<file path="config.mk">
export PLATFORM = sky130hd
export DESIGN_NAME = rptr_empty
export DESIGN_NICKNAME = d
export VERILOG_FILES = /design/src/rtl/async_fifo_pkg.sv /design/src/rtl/gray_sync.sv /design/src/rtl/rptr_empty.sv
export SDC_FILE = /design/constraint.sdc
export NUM_CORES = 1
export LEC_CHECK = 0
export ABC_AREA = 0
export BUFFER_PORTS_ARGS = -buffer_cell sky130_fd_sc_hd__buf_2
export CORE_MARGIN = 8
export CORE_UTILIZATION = 33
export DETAILED_ROUTE_END_ITERATION = 16
export PLACE_DENSITY = 0.61
export SLEW_MARGIN = 20
export SYNTH_ARGS = -nofsm -noshare
export SYNTH_HDL_FRONTEND = slang
export SYNTH_SLANG_ARGS = --single-unit
</file>
<file path="constraint.sdc">
create_clock -name rd_clk_i -period 5.2 [get_ports rd_clk_i]
set_input_delay 0.26 -clock rd_clk_i [delete_from_list [all_inputs] [get_ports rd_clk_i]]
set_output_delay 0.26 -clock rd_clk_i [all_outputs]
set_load 0.02 [all_outputs]
</file>
<file path="src/rtl/async_fifo_pkg.sv">
// Shared helpers for the async FIFO pointer blocks: Gray/binary conversion and synchroniser limits.
// Functions work on a fixed wide word; callers zero-extend narrower pointers and truncate the result.
package async_fifo_pkg;

    localparam int FIFO_SYNC_STAGES_MIN = 2;
    localparam int FIFO_PTR_MAX_W       = 32;

    typedef logic [FIFO_PTR_MAX_W-1:0] fifo_word_t;

    function automatic fifo_word_t bin2gray(input fifo_word_t bin);
        return bin ^ (bin >> 1);
    endfunction

    // Zero-extended upper bits leave the result unchanged, so any width up to the max fits.
    function automatic fifo_word_t gray2bin(input fifo_word_t gray);
        fifo_word_t bin;
        bin = '0;
        for (int i = 0; i < FIFO_PTR_MAX_W; i++) begin
            bin[i] = ^(gray >> i);
        end
        return bin;
    endfunction

endpackage

</file>
<file path="src/rtl/gray_sync.sv">
// N-stage flop synchroniser for a Gray-coded bus; asynchronous active-high reset clears every stage.
module gray_sync #(
    parameter int WIDTH  = 6,
    parameter int STAGES = 2
) (
    input  logic             clk_i,
    input  logic             rst_i,
    input  logic [WIDTH-1:0] d_i,
    output logic [WIDTH-1:0] q_o
);

    logic [STAGES-1:0][WIDTH-1:0] sync_q;
    logic [STAGES-1:0][WIDTH-1:0] sync_d;

    // Pure shift chain: nothing sits between stages.
    always_comb begin
        sync_d = {sync_q[STAGES-2:0], d_i};
    end

    always_ff @(posedge clk_i or posedge rst_i) begin
        if (rst_i) begin
            sync_q <= '0;
        end else begin
            sync_q <= sync_d;
        end
    end

    assign q_o = sync_q[STAGES-1];

endmodule

</file>
<file path="src/rtl/rptr_empty.sv">
// Read-side pointer, empty flag and fill count of the async FIFO (write pointer synchronised into rd_clk_i).
// Define ASYNC_FIFO_AEMPTY_EN to add the registered almost-empty output rd_aempty_o.
module rptr_empty
    import async_fifo_pkg::*;
#(
    parameter int PTR_WIDTH   = 5,
    parameter int SYNC_STAGES = 2,
    parameter int AEMPTY_TH   = 2
) (
    input  logic                 rd_clk_i,
    input  logic                 rst_i,
    input  logic                 rd_en_i,
    input  logic [PTR_WIDTH:0]   wptr_gray_i,
    output logic [PTR_WIDTH:0]   rptr_gray_o,
    output logic [PTR_WIDTH-1:0] rd_addr_o,
    output logic                 rd_empty_o,
    output logic [PTR_WIDTH:0]   rd_cnt_o
`ifdef ASYNC_FIFO_AEMPTY_EN
    ,
    output logic                 rd_aempty_o
`endif
);

    typedef logic [PTR_WIDTH:0] ptr_t;

    if (SYNC_STAGES < FIFO_SYNC_STAGES_MIN || SYNC_STAGES > 3 || AEMPTY_TH < 0) begin : g_bad_cfg
        $error("rptr_empty: illegal parameter value");
    end

    ptr_t wptr_gray_s;
    ptr_t rptr_bin_q,  rptr_bin_d;
    ptr_t rptr_gray_q, rptr_gray_d;
    ptr_t rd_cnt_q,    rd_cnt_d;
    logic rd_empty_q,  rd_empty_d;
    logic rd_ok;

    gray_sync #(
        .WIDTH  (PTR_WIDTH + 1),
        .STAGES (SYNC_STAGES)
    ) u_wptr_sync (
        .clk_i (rd_clk_i),
        .rst_i (rst_i),
        .d_i   (wptr_gray_i),
        .q_o   (wptr_gray_s)
    );

    // Read advance and the newly synchronised write pointer both feed the same _d values.
    always_comb begin
        rd_ok       = rd_en_i & ~rd_empty_q;
        rptr_bin_d  = rptr_bin_q + ptr_t'(rd_ok);
        rptr_gray_d = ptr_t'(bin2gray(fifo_word_t'(rptr_bin_d)));
        rd_empty_d  = (rptr_gray_d == wptr_gray_s);
        rd_cnt_d    = ptr_t'(gray2bin(fifo_word_t'(wptr_gray_s))) - rptr_bin_d;
    end

    always_ff @(posedge rd_clk_i or posedge rst_i) begin
        if (rst_i) begin
            rptr_bin_q  <= '0;
            rptr_gray_q <= '0;
            rd_empty_q  <= 1'b1;
            rd_cnt_q    <= '0;
        end else begin
            rptr_bin_q  <= rptr_bin_d;
            rptr_gray_q <= rptr_gray_d;
            rd_empty_q  <= rd_empty_d;
            rd_cnt_q    <= rd_cnt_d;
        end
    end

    assign rptr_gray_o = rptr_gray_q;
    assign rd_addr_o   = rptr_bin_q[PTR_WIDTH-1:0];
    assign rd_empty_o  = rd_empty_q;
    assign rd_cnt_o    = rd_cnt_q;

`ifdef ASYNC_FIFO_AEMPTY_EN
    localparam ptr_t AEMPTY_TH_P = ptr_t'(AEMPTY_TH);

    logic rd_aempty_q, rd_aempty_d;

    always_comb begin
        rd_aempty_d = (rd_cnt_d <= AEMPTY_TH_P);
    end

    always_ff @(posedge rd_clk_i or posedge rst_i) begin
        if (rst_i) begin
            rd_aempty_q <= 1'b1;
        end else begin
            rd_aempty_q <= rd_aempty_d;
        end
    end

    assign rd_aempty_o = rd_aempty_q;
`endif

endmodule

</file>
Word-level counts from Yosys, hierarchy flattened. Cells that the tools add are included.

Register bits: 31. Logic and storage cells: 18. Output and inout port bits: 18. Bits of input ports: 9.

Add/subtract/negate cells: 2. Bitwise operators: 3. Reductions and logical operators: 6. Equality and inequality tests: 1.

Operators with widths (number): 32-bit parity (6); 6-bit by 1-bit adder with 6-bit output (1); 6-bit == test (1); 6-bit subtractor (1); 6-bit by 5-bit bitwise XOR with 6-bit output (1); 1-bit AND (1); 1-bit inverter (1).

Depth between registers and ports, before layout.
Word-level depth: 5. Mapped depth: 11. Gate-level depth less buffers: 11.

Hierarchy. From an unflattened synthesis, not the netlist that was laid out.

Cell total of the unflattened synthesis: 118. Area, all modules: 1466.4 um2.

Modules (own cells, without submodules): rptr_empty (cells each 105, area each 1162.4 um2, instances 1, seq. area each 451.7 um2); gray_sync (cells each 13, area each 304.0 um2, instances 1, seq. area each 300.3 um2).

Least setup slack after synthesis. OpenSTA, ideal clock, no wires.

Kind: register to register. Start point: register u_wptr_sync.sync_q (netlist bit u_wptr_sync.q_o[5]). End point: register rd_cnt_q[4] (netlist: rd_cnt_o[4]). Path buffers: 0. Setup time: 127 ps. Required time: 5073 ps. Cell stages (with the launch flop): 11. Slack: 2565 ps. Arrival time: 2507 ps. Period minus slack after synthesis: 2635 ps. Path through: dfrtp_1 > xor2_1 > xnor2_1 > xor2_1 > xor2_1 > xor2_1 > ha_1 > fa_1 > nor2b_1 > o31ai_1 > xnor2_1.

Cells in the longest elaborated chain, start to end: 2. Elaborated cells between the ends (all ways): 6. Classes of those cells: add/sub (1); reduce/logical (5).

Ends and longest elaborated chain: from (decl) (line gray_sync.sv:12) `logic [STAGES-1:0][WIDTH-1:0] sync_q;`; from (signal assigned) (line gray_sync.sv:24) `sync_q <= sync_d;`; 32-bit parity (line async_fifo_pkg.sv:19) `bin[i] = ^(gray >> i);`; 6-bit subtractor * (line rptr_empty.sv:53) `rd_cnt_d = ptr_t'(gray2bin(fifo_word_t'(wptr_gray_s))) - rptr_bin_d;`; net rd_cnt_d[4] (line rptr_empty.sv:33) `ptr_t rd_cnt_q, rd_cnt_d;`; to (signal assigned) (line rptr_empty.sv:66) `rd_cnt_q <= rd_cnt_d;`; to (decl) (line rptr_empty.sv:33).

Mark *: on every way through the listed nets, which the timed path passes. The rest lies on a longest branch.

Worst setup path after layout.
Start point: register u_wptr_sync.sync_q (netlist bit u_wptr_sync.q_o[5]). End point: register rd_cnt_q[5] (netlist: rd_cnt_o[5]).

Same word-level chain as after synthesis.

==> out/results.tsv <==
stage	metric	value	unit
run_status	outcome	finished, final reports clean	
yosys	yosysTopAreaCell	dfrtp_1	
hold_path	hold_class	in -> async	
clock_tree	post-cts-setup-buffers	0	
route	drt_first_pass_iters	4	
timing	rsz0062_at_grt	no	
grt	grt_pass1_vias	916	
yosys	synthFlopType	dfrtp_1	
grt	grt_use_total	8.50	%
place	dp.cells	186	
clock_tree	clock-root-buffer	clkbuf_8	
floorplanning	core_area	4030	µm²
setup_path	crit_required	5.36	ns
timing	setup_viol	0	
yosys	syn_nets	129	
clock_tree	cts_buffer_depth	2	
floorplanning	die_h	80.7	µm
grt	grt_pass1_wl	4.20	mm
yosys	syn-cell-area	1380	µm²
setup_path	worstSetupEndpointType	flip-flop	
power_and_ir_drop	pwr_density_cell	735	nW/µm²
power_and_ir_drop	vdd_drop_max	329	µV
clock_tree	clock_latency	0.28	ns
yosys	ys_seq_area_share	54.4	%
route	drc	0	
yosys	ys_ff_latch	30	
setup_path	cp_num_buf_inv	1	
flow_run	drv_cap	0	
route	ant_nets	0	
place	place_congestion	0.760	
timing	skew	0.00765	ns
timing	slew_headroom	53.6	%
timing	tightest_slew	0.692	ns
floorplanning	dieWidth	80.7	µm
layout	area_growth	20.7	%
place	dpl.hpwl	1.82	mm
yosys	async_flop_share	100	%
route	vias_per_cell	4.51	
clock_tree	numCtsBuffers	5	
yosys	synth-warning-count	0	
setup_path	arrival	3.12	ns
floorplanning	rows	23	
clock_tree	cts_tree	yes	
layout	antenna_cells	0	
setup_path	startpoint	u_wptr_sync.q_o[5]	
layout	fin_nets	159	
timing	setup_tns	0	ns
yosys	synth.most_common_cell	dfrtp_1	
setup_path	crit_slowest_cell	dfrtp_1	
clock_tree	ctsHoldBuffers	0	
grt	grt_max_degree	31	
layout	fin_area	1670	µm²
grt	antenna_found_initial	0	
power_and_ir_drop	p_leak	0.767	nW
setup_path	critical-path-max-stage-delay	0.45	ns
route	wl_per_cell	12.7	µm
yosys	yosys-top-cells-count	29 x dfrtp_1, 16 x xnor2_1, 11 x inv_1, 9 x xor2_1	
setup_path	start_kind	flip-flop	
yosys	ys_types	30	
route	drtIter0Drc	56	
setup_path	cp_top_family	XOR/XNOR gates	
floorplanning	die-area	6510	µm²
layout	instances_no_fill	194	
timing	timing.final.max_slew_violations	0	
yosys	synth_top_area_share	52.5	%
yosys	synth_edf_count	0	
setup_path	critPathMaxFanout	6	
floorplanning	ios	27	
route	vias	874	
setup_path	crit_path_frequent_cell	xor2_1	
yosys	syn_inst	113	
route	totalWireLength	2.47	mm
clock_tree	cts_resized	0	
clock_tree	htree_levels	2	
yosys	avgSynthCellArea	12.2	µm²
yosys	synthTopCellsByArea	dfrtp_1 53%, xnor2_1 10%, xor2_1 5.7%	
floorplanning	initial_core_util	34.3	%
place	placed_area	1560	µm²
timing	fin_crit	2.96	ns
timing	finalCritPeriodShare	56.9	%
clock_tree	clkSinkCount	30	
layout	drive_above_1_share	25.7	%
timing	fmax	338	MHz
setup_path	crit_chain	xor2_1 -> xnor2_1 -> xor2_1 -> xor2_1 -> inv_1 -> ha_1 -> nor2b_1 -> o21ai_0 -> a22oi_1 -> o31ai_1 -> o2bb2ai_1	
setup_path	worstReg2RegStart	u_wptr_sync.q_o[5]	
clock_tree	clkTransAtPathRegs	0.07	ns
timing	finalHoldViolCount	0	
setup_path	worstSetupPathType	reg -> reg	
grt	grt-ovfl-total	0	
place	io_buffers	26	
## layout make-up
class | count | area, µm²
Clock inverter | 2 | 37.5
Timing Repair Buffer | 26 | 130
Tap cell | 50 | 62.6
Fill cell | 393 | 2360
Multi-Input combinational cell | 69 | 571
Inverter | 11 | 41.3
Clock buffer | 6 | 72.6
Sequential cell | 30 | 752
## cells in the final DEF, fill, tap and decap left out, drive strengths merged, types with 3 or more instances in the layout
| master | count |
|---|---|
| nor2b | 3 |
| xnor2 | 16 |
| ha | 6 |
| dfrtp | 29 |
| o21ai | 3 |
| xor2 | 9 |
| nand2 | 6 |
| buf | 26 |
| clkbuf | 6 |
| nor2 | 5 |
| inv | 11 |
## worst paths after layout
kind                                         end  slack, ns  depth (start not counted)
setup / recovery                     rd_cnt_o[5]       2.24                         11
hold / removal                       rd_cnt_o[1]       0.05                          2
setup reg to reg                     rd_cnt_o[5]       2.24                         11
hold reg to reg               u_wptr_sync.q_o[3]       0.35                          0
max in group asynchronous     u_wptr_sync.q_o[5]       4.73                          2
min in group rd_clk_i      u_wptr_sync.sync_d[6]       0.09                          1
## where the power goes
| group | switching (W) | internal, W |
|---|---|---|
| clock network | 0.0000859 | 0.000143 |
| logic | 0.000366 | 0.000259 |
| registers | 0.0000526 | 0.000319 |
| total | 0.000505 | 0.000720 |
## state kept, by name (all words and copies together) (netlist names)
name / cells
u_wptr_sync.sync_d: 6
u_wptr_sync.q_o: 6
rptr_bin_q: 6
rd_empty_o: 1
rd_cnt_o: 6
rptr_gray_o: 5
## worst register-to-register path: stages (launching register included)
cell	delay, ns
dfrtp_1	0.45
xor2_1	0.19
xnor2_1	0.42
xor2_1	0.25
xor2_1	0.32
inv_1	0.09
ha_1	0.27
nor2b_1	0.13
o21ai_0	0.24
a22oi_1	0.15
o31ai_1	0.25
o2bb2ai_1	0.09
## metrics by stage
stage | worst slack [ns] | hold slack (ns) | power [W] | utilization [%]
after floorplan | 2.57 | 0.291 | 0.000860 | -
after global placement | 2.38 | 0.333 | 0.000993 | 38.6
after detailed placement | 2.23 | 0.336 | 0.00100 | 38.6
after CTS | 2.20 | 0.0726 | 0.00125 | 41.4
after global routing | 1.89 | 0.0705 | 0.00133 | 41.4
final | 2.24 | 0.0536 | 0.00123 | 41.4
## logic make-up (layout without fill, tap and decap cells)
logic type | Yosys count | in the layout | share of synthesized area, %
DFF | 30 | 30 | 54.4
xor gates and xnor gates | 26 | 26 | 17.6
and+or+nand+nor | 21 | 21 | 8.79
AOI/OAI and AO/OA | 14 | 14 | 7.34
buffers and inverters | 14 | 45 | 4.26
adders and majority gates | 7 | 7 | 6.88
muxes | 1 | 1 | 0.725
## metal layers
metal	share of wire (%)	global-route usage (%)	vias to the layer above	wire, µm
met5	0	0	-	0
met4	0	3.21	0	0
met3	6.3	3.91	0	155
met2	48	13.4	24	1180
met1	46	9.89	423	1130
li1	-	-	427	-
Note: power is estimated with default switching activity, not from simulation.
